$ cat src/rtl/trace_scheduler_if.sv
// Vector-source and tracer-facing signal bundle for the trace scheduler.
interface trace_scheduler_if #(
    parameter int unsigned FW = 24
);
    logic          vec_valid;
    logic          vec_ready_c;
    logic [FW-1:0] vec_px;
    logic [FW-1:0] vec_py;
    logic [FW-1:0] vec_fx;
    logic [FW-1:0] vec_fy;
    logic [FW-1:0] vec_vx;
    logic [FW-1:0] vec_vy;

    logic [FW-1:0] tr_px;
    logic [FW-1:0] tr_py;
    logic [FW-1:0] tr_fx;
    logic [FW-1:0] tr_fy;
    logic [FW-1:0] tr_vx;
    logic [FW-1:0] tr_vy;
    logic          tr_enable;
    logic          tr_store;
    logic [9:0]    tr_column;

    modport slave (
        input  vec_valid, vec_px, vec_py, vec_fx, vec_fy, vec_vx, vec_vy,
        input  tr_store, tr_column,
        output vec_ready_c,
        output tr_px, tr_py, tr_fx, tr_fy, tr_vx, tr_vy, tr_enable
    );

    modport master (
        output vec_valid, vec_px, vec_py, vec_fx, vec_fy, vec_vx, vec_vy,
        output tr_store, tr_column,
        input  vec_ready_c,
        input  tr_px, tr_py, tr_fx, tr_fy, tr_vx, tr_vy, tr_enable
    );
endinterface

$ cat src/rtl/trace_scheduler.sv
// Frame-level sequencer for the ray tracer: opens/closes the trace window, freezes a
// coherent vector snapshot, drives tracer enable and reports completion/overrun.
module trace_scheduler #(
    parameter int unsigned FW         = 24,
    parameter int unsigned START_LINE = 480,
    parameter int unsigned LAST_COL   = 575,
    parameter int unsigned CW         = 16
) (
    input  logic              clk,
    input  logic              reset,
    input  logic [9:0]        hpos_i,
    input  logic [9:0]        vpos_i,
    input  logic              overrun_clr_i,
    output logic [10:0]       frame_num_o,
    output logic              frame_done_o,
    output logic [CW-1:0]     last_cycles_o,
    output logic              overrun_o,
    trace_scheduler_if.slave  bus
);
    localparam int unsigned PW  = 10;
    localparam int unsigned FNW = 11;

    typedef struct packed {
        logic [FW-1:0] px;
        logic [FW-1:0] py;
        logic [FW-1:0] fx;
        logic [FW-1:0] fy;
        logic [FW-1:0] vx;
        logic [FW-1:0] vy;
    } vec_t;

    typedef enum logic [1:0] {IDLE, ARM, TRACE, HOLD} state_e;

    state_e         state_q, state_d;
    vec_t           pend_q, pend_d;
    vec_t           snap_q, snap_d;
    vec_t           vec_in;
    logic           dirty_q, dirty_d;
    logic [FNW-1:0] frame_q, frame_d;
    logic [CW-1:0]  cnt_q, cnt_d, cnt_inc;
    logic [CW-1:0]  lc_q, lc_d;
    logic           en_q, en_d;
    logic           done_q, done_d;
    logic           ovr_q, ovr_d, ovr_set;
    logic           win_open, win_close, latch, last_store;

    assign win_open   = (vpos_i == PW'(START_LINE)) && (hpos_i == '0);
    assign win_close  = (vpos_i == '0) && (hpos_i == '0);
    assign latch      = (state_q == IDLE) && win_open;
    assign last_store = bus.tr_store && (bus.tr_column == PW'(LAST_COL));
    assign cnt_inc    = (cnt_q == '1) ? cnt_q : cnt_q + CW'(1);
    assign vec_in     = {bus.vec_px, bus.vec_py, bus.vec_fx,
                         bus.vec_fy, bus.vec_vx, bus.vec_vy};

    // The pending register is blocked only in the cycle it is copied into the snapshot
    assign bus.vec_ready_c = !latch;

    // Next-state and register updates
    always_comb begin
        state_d = state_q;
        pend_d  = pend_q;
        dirty_d = dirty_q;
        snap_d  = snap_q;
        frame_d = frame_q;
        cnt_d   = cnt_q;
        lc_d    = lc_q;
        done_d  = 1'b0;
        ovr_set = 1'b0;

        if (bus.vec_valid && !latch) begin
            pend_d  = vec_in;
            dirty_d = 1'b1;
        end

        case (state_q)
            IDLE: begin
                if (win_open) begin
                    if (dirty_q) begin
                        snap_d  = pend_q;
                        dirty_d = 1'b0;
                    end
                    frame_d = frame_q + FNW'(1);
                    cnt_d   = '0;
                    state_d = ARM;
                end
            end
            ARM: state_d = TRACE;
            TRACE: begin
                cnt_d = cnt_inc;
                // Completion beats a coincident window close; HOLD exits on the next close
                if (last_store) begin
                    lc_d    = cnt_inc;
                    done_d  = 1'b1;
                    state_d = HOLD;
                end else if (win_close) begin
                    ovr_set = 1'b1;
                    lc_d    = '1;
                    state_d = IDLE;
                end
            end
            HOLD: begin
                if (win_close) begin
                    state_d = IDLE;
                end
            end
            default: state_d = IDLE;
        endcase

        ovr_d = ovr_set || (ovr_q && !overrun_clr_i);
        en_d  = (state_d == TRACE) || (state_d == HOLD);
    end

    always_ff @(posedge clk) begin
        if (reset) begin
            state_q <= IDLE;
            pend_q  <= '0;
            dirty_q <= 1'b0;
            snap_q  <= '0;
            frame_q <= '0;
            cnt_q   <= '0;
            lc_q    <= '0;
            en_q    <= 1'b0;
            done_q  <= 1'b0;
            ovr_q   <= 1'b0;
        end else begin
            state_q <= state_d;
            pend_q  <= pend_d;
            dirty_q <= dirty_d;
            snap_q  <= snap_d;
            frame_q <= frame_d;
            cnt_q   <= cnt_d;
            lc_q    <= lc_d;
            en_q    <= en_d;
            done_q  <= done_d;
            ovr_q   <= ovr_d;
        end
    end

    assign bus.tr_enable = en_q;
    assign bus.tr_px     = snap_q.px;
    assign bus.tr_py     = snap_q.py;
    assign bus.tr_fx     = snap_q.fx;
    assign bus.tr_fy     = snap_q.fy;
    assign bus.tr_vx     = snap_q.vx;
    assign bus.tr_vy     = snap_q.vy;
    assign frame_num_o   = frame_q;
    assign frame_done_o  = done_q;
    assign last_cycles_o = lc_q;
    assign overrun_o     = ovr_q;

endmodule

$ cat src/flat_wrapper.sv
// flat-port wrapper written by rule: the top's interface ports become plain ports
module trace_scheduler_flat 
#(
    parameter int unsigned FW         = 24,
    parameter int unsigned START_LINE = 480,
    parameter int unsigned LAST_COL   = 575,
    parameter int unsigned CW         = 16
)
  (clk, reset, hpos_i, vpos_i, overrun_clr_i, frame_num_o, frame_done_o, last_cycles_o, overrun_o, bus_vec_valid, bus_vec_px, bus_vec_py, bus_vec_fx, bus_vec_fy, bus_vec_vx, bus_vec_vy, bus_tr_store, bus_tr_column, bus_vec_ready_c, bus_tr_px, bus_tr_py, bus_tr_fx, bus_tr_fy, bus_tr_vx, bus_tr_vy, bus_tr_enable);
  trace_scheduler_if #(.FW(FW)) bus_i ();
  input  logic clk;
  input  logic reset;
  input  logic [9:0] hpos_i;
  input  logic [9:0] vpos_i;
  input  logic overrun_clr_i;
  output logic [10:0] frame_num_o;
  output logic frame_done_o;
  output logic [CW-1:0] last_cycles_o;
  output logic overrun_o;
  input wire logic [$bits(bus_i.vec_valid)-1:0] bus_vec_valid;
  input wire logic [$bits(bus_i.vec_px)-1:0] bus_vec_px;
  input wire logic [$bits(bus_i.vec_py)-1:0] bus_vec_py;
  input wire logic [$bits(bus_i.vec_fx)-1:0] bus_vec_fx;
  input wire logic [$bits(bus_i.vec_fy)-1:0] bus_vec_fy;
  input wire logic [$bits(bus_i.vec_vx)-1:0] bus_vec_vx;
  input wire logic [$bits(bus_i.vec_vy)-1:0] bus_vec_vy;
  input wire logic [$bits(bus_i.tr_store)-1:0] bus_tr_store;
  input wire logic [$bits(bus_i.tr_column)-1:0] bus_tr_column;
  output wire logic [$bits(bus_i.vec_ready_c)-1:0] bus_vec_ready_c;
  output wire logic [$bits(bus_i.tr_px)-1:0] bus_tr_px;
  output wire logic [$bits(bus_i.tr_py)-1:0] bus_tr_py;
  output wire logic [$bits(bus_i.tr_fx)-1:0] bus_tr_fx;
  output wire logic [$bits(bus_i.tr_fy)-1:0] bus_tr_fy;
  output wire logic [$bits(bus_i.tr_vx)-1:0] bus_tr_vx;
  output wire logic [$bits(bus_i.tr_vy)-1:0] bus_tr_vy;
  output wire logic [$bits(bus_i.tr_enable)-1:0] bus_tr_enable;
  assign bus_i.vec_valid = bus_vec_valid;
  assign bus_i.vec_px = bus_vec_px;
  assign bus_i.vec_py = bus_vec_py;
  assign bus_i.vec_fx = bus_vec_fx;
  assign bus_i.vec_fy = bus_vec_fy;
  assign bus_i.vec_vx = bus_vec_vx;
  assign bus_i.vec_vy = bus_vec_vy;
  assign bus_i.tr_store = bus_tr_store;
  assign bus_i.tr_column = bus_tr_column;
  assign bus_vec_ready_c = bus_i.vec_ready_c;
  assign bus_tr_px = bus_i.tr_px;
  assign bus_tr_py = bus_i.tr_py;
  assign bus_tr_fx = bus_i.tr_fx;
  assign bus_tr_fy = bus_i.tr_fy;
  assign bus_tr_vx = bus_i.tr_vx;
  assign bus_tr_vy = bus_i.tr_vy;
  assign bus_tr_enable = bus_i.tr_enable;
  trace_scheduler #(.FW(FW), .START_LINE(START_LINE), .LAST_COL(LAST_COL), .CW(CW)) u_core (.clk(clk), .reset(reset), .hpos_i(hpos_i), .vpos_i(vpos_i), .overrun_clr_i(overrun_clr_i), .frame_num_o(frame_num_o), .frame_done_o(frame_done_o), .last_cycles_o(last_cycles_o), .overrun_o(overrun_o), .bus(bus_i));
endmodule
$ cat config.mk
export PLATFORM = sky130hd
export DESIGN_NAME = trace_scheduler_flat
export DESIGN_NICKNAME = d
export VERILOG_FILES = /design/src/rtl/trace_scheduler_if.sv /design/src/rtl/trace_scheduler.sv /design/src/flat_wrapper.sv
export SDC_FILE = /design/constraint.sdc
export NUM_CORES = 1
export LEC_CHECK = 0
export ABC_AREA = 0
export BUFFER_PORTS_ARGS = -buffer_cell sky130_fd_sc_hd__buf_2
export CORE_ASPECT_RATIO = 1.2
export CORE_MARGIN = 2
export CORE_UTILIZATION = 40
export DETAILED_ROUTE_END_ITERATION = 16
export PLACE_DENSITY = 0.69
export SYNTH_ARGS = -nofsm -noshare
export SYNTH_HDL_FRONTEND = slang
export SYNTH_SLANG_ARGS = --single-unit
$ cat constraint.sdc
create_clock -name clk -period 2.1 [get_ports clk]
set_input_delay 0.315 -clock clk [delete_from_list [all_inputs] [get_ports clk]]
set_output_delay 0.315 -clock clk [all_outputs]
set_load 0.005 [all_outputs]
==> flow_metrics.tcl <==
set metrics [dict create \
    maxCapViolations 0 \
    post-synth-top-area-fraction 0.548 \
    postCtsSetupRepairBufs 0 \
    r2r_end "u_core.cnt_q[14]" \
    drive_above_1_share 0.244 \
    fin_worst_skew_ns 0.0142 \
    grt_first_pass_wirelength_um 53800 \
    cp_max_fo 8 \
    fp.dieArea_um2 32200 \
    final_cells 2299 \
    numPortBuffers 353 \
    placed_cell_area_um2 14700 \
    tightest_slew_ns 0.729 \
    cts_root_buf "clkbuf_16" \
    synth-warning-count 0 \
    path_buf_inv 2 \
    drc 0 \
    fp.dieW_um 164 \
    hpwl_um 23100 \
    p_leak_nw 6.66 \
    dr.pass1.iters 5 \
    cts_tree "yes" \
    fin_crit_sh 0.941 \
    clock-sinks 337 \
    cp_top_family "simple AND/OR/NAND/NOR gates" \
    whs_ns 0.0473 \
    vias_per_cell 5.05 \
    ant_nets 0 \
    cts_buffers 35 \
    syn_area_um2 12300 \
    yosysSeqAreaShare 0.548 \
    htreeDepth 2 \
    power_density_nw_per_um2 845 \
    layout_common_cells "nand2_1 (589), buf_2 (352), dfxtp_1 (337), a21oi_1 (301), clkbuf_16 (37)" \
    ys_top_cells_by_area "dfxtp_1 (55%), nand2_1 (18%), a21oi_1 (12%)" \
    finalHoldViolCount 0 \
    syn_nets 1731 \
    area_growth_pct 29.2 \
    clockBufferDepth 3 \
    vias 11608 \
    grtUsageTotal 0.204 \
    synth_cells 1550 \
    max_stage_delay_ns 0.47 \
    num_rows 70 \
    start_util 0.405 \
    slew_headroom 0.512 \
    endpoint "bus_vec_ready_c" \
    clock_latency_ns 0.50 \
    max_clock_freq_ghz 0.506 \
    ir_worst_vdd_v 0.000652 \
    synthArstFlopShare 0 \
    status "completed" \
    avgSynthCellArea_um2 7.94 \
    core-area_um2 30400 \
    synth-edff-count 0 \
    post-route-util 0.523 \
    fillers 2909 \
    hold_path_class "in -> reg" \
    finalSetupViolCount 0 \
    dp.cells 2228 \
    crit_path_start_kind "flip-flop" \
    critPathKind "reg -> out" \
    die_h_um 196 \
    worstReg2RegStart "u_core.cnt_q[0]" \
    grt_setup_unrepaired "no" \
    synth_flop_cell "dfxtp_1" \
    crit_required_ns 1.78 \
    path_cells "or3_4 -> nor2_2 -> inv_1 -> buf_2" \
    crit_slowest_cell "or3_4" \
    routed_wl_um 34200 \
    wire_per_inst_um 14.9 \
    period_minus_slack_ns 1.98 \
    clk_pin_slew_ns 0.06 \
    synth_area_leader_cell "dfxtp_1" \
    critPathLaunch "u_core.state_q[0]" \
    place_congestion 0.878 \
    grt_max_degree 112 \
    ys_seq_elements 337 \
    first_iter_violations 846 \
    yosysUniqueCellTypes 41 \
    reg2reg_slack_ns 0.18 \
    end_kind "output pin" \
    layout.nets 2050 \
    first_global_vias 10804 \
    cp.arrival_ns 1.66 \
    grt_overflow 0 \
    ios 354 \
    slew_violations 0 \
    r2r_cells 7 \
    final_common_cell "nand2_1" \
    antenna_found_initial 13 \
    tns_ns 0 \
    cp.depth 4 \
    stdcell_area_um2 15900 \
]
[final cells by class]
| type | instances | area (um2) | area share |
|---|---|---|---|
| multi-input cells | 1091 | 5080 | 0.320 |
| flip-flops and latches | 337 | 6750 | 0.424 |
| repair buffers | 398 | 2360 | 0.149 |
| well taps | 396 | 495 | 0.0312 |
| inverters | 6 | 22.5 | 0.00142 |
| clock inverters | 8 | 96.3 | 0.00606 |
| diodes | 11 | 27.5 | 0.00173 |
| clock buffers | 52 | 1060 | 0.0668 |
[worst reg2reg max path: cells and delay by family, from the launching register on]
| family | cells | cell delay, ns |
|---|---|---|
| AOI/OAI and AO/OA | 3 | 0.58 |
| and+or+nand+nor | 2 | 0.47 |
| DFF | 1 | 0.31 |
| adders and majority gates | 1 | 0.27 |
| buffers and inverters | 1 | 0.16 |
[cells in the mapped netlist (all sizes together), types with 2 or more instances]
library cell  count
a211o             5
a211oi           17
a21boi            2
a21oi           302
a221o             3
and2              3
and3             13
and4              4
buf              33
clkbuf           83
dfxtp           337
ha                2
inv               6
mux2i             4
nand2           589
nand2b            2
nand3            16
nand4            13
nand4b            2
nor2             25
nor2b             2
nor3             29
nor4             17
o21ai            10
or3               5
or3b              2
xnor2            10
xor2              8
[repair_timing]
item,CTS,global route
cloned,0,0
pin swaps,0,0
setup endpoints to repair,1,1
hold buffers,0,0
gates resized for setup,1,1
[worst min-delay path by stage]
stage                     cells after the start                    to               from
after global placement                        2  u_core.bus.tr_fy[10]  u_core.pend_q[58]
final                                         3     u_core.pend_q[53]      bus_vec_fy[5]
after detailed placement                      2  u_core.bus.tr_vy[20]  u_core.pend_q[20]
after CTS                                     3     u_core.pend_q[53]      bus_vec_fy[5]
after global routing                          3     u_core.pend_q[22]     bus_vec_vy[22]
after floorplan                               2   u_core.bus.tr_fx[0]  u_core.pend_q[72]
[registers in the layout, indices dropped and copies added (netlist names), 24 cells and up]
| register | count |
|---|---|
| u_core.pend_q | 144 |
| u_core.bus.tr_fx | 24 |
| u_core.bus.tr_fy | 24 |
| u_core.bus.tr_px | 24 |
| u_core.bus.tr_py | 24 |
| u_core.bus.tr_vx | 24 |
| u_core.bus.tr_vy | 24 |
[power by group]
group | internal [W] | switching, W
sequential | 0.00655 | 0.0000717
clock | 0.00374 | 0.00246
combinational | 0.000265 | 0.000354
[routing by layer]
metal	vias to the layer above	part of all wire	GRT usage
met5	-	0.00079	0
met4	4	0.045	0.105
met3	96	0.065	0.0452
met2	393	0.49	0.348
met1	5345	0.40	0.238
li1	5770	-	-
[cells by family after synthesis]
logic type | after synthesis | synth area share
adders and majority gates | 2 | 0.00203
muxes | 4 | 0.00325
and+or+nand+nor | 722 | 0.242
xor gates and xnor gates | 18 | 0.0128
DFF | 337 | 0.548
AOI/OAI and AO/OA | 345 | 0.149
buffers and inverters | 122 | 0.0417
[metrics by stage]
step / power, W / setup WS (ns)
2_1_floorplan: 0.00708 / 0.205
3_3_place_gp: 0.00736 / 0.0831
3_5_place_dp: 0.00738 / 0.00918
4_1_cts: 0.0136 / 0.0706
5_1_grt: 0.0139 / 0.0437
6_report: 0.0134 / 0.123
No activity file was read; power rests on OpenSTA's default activity.
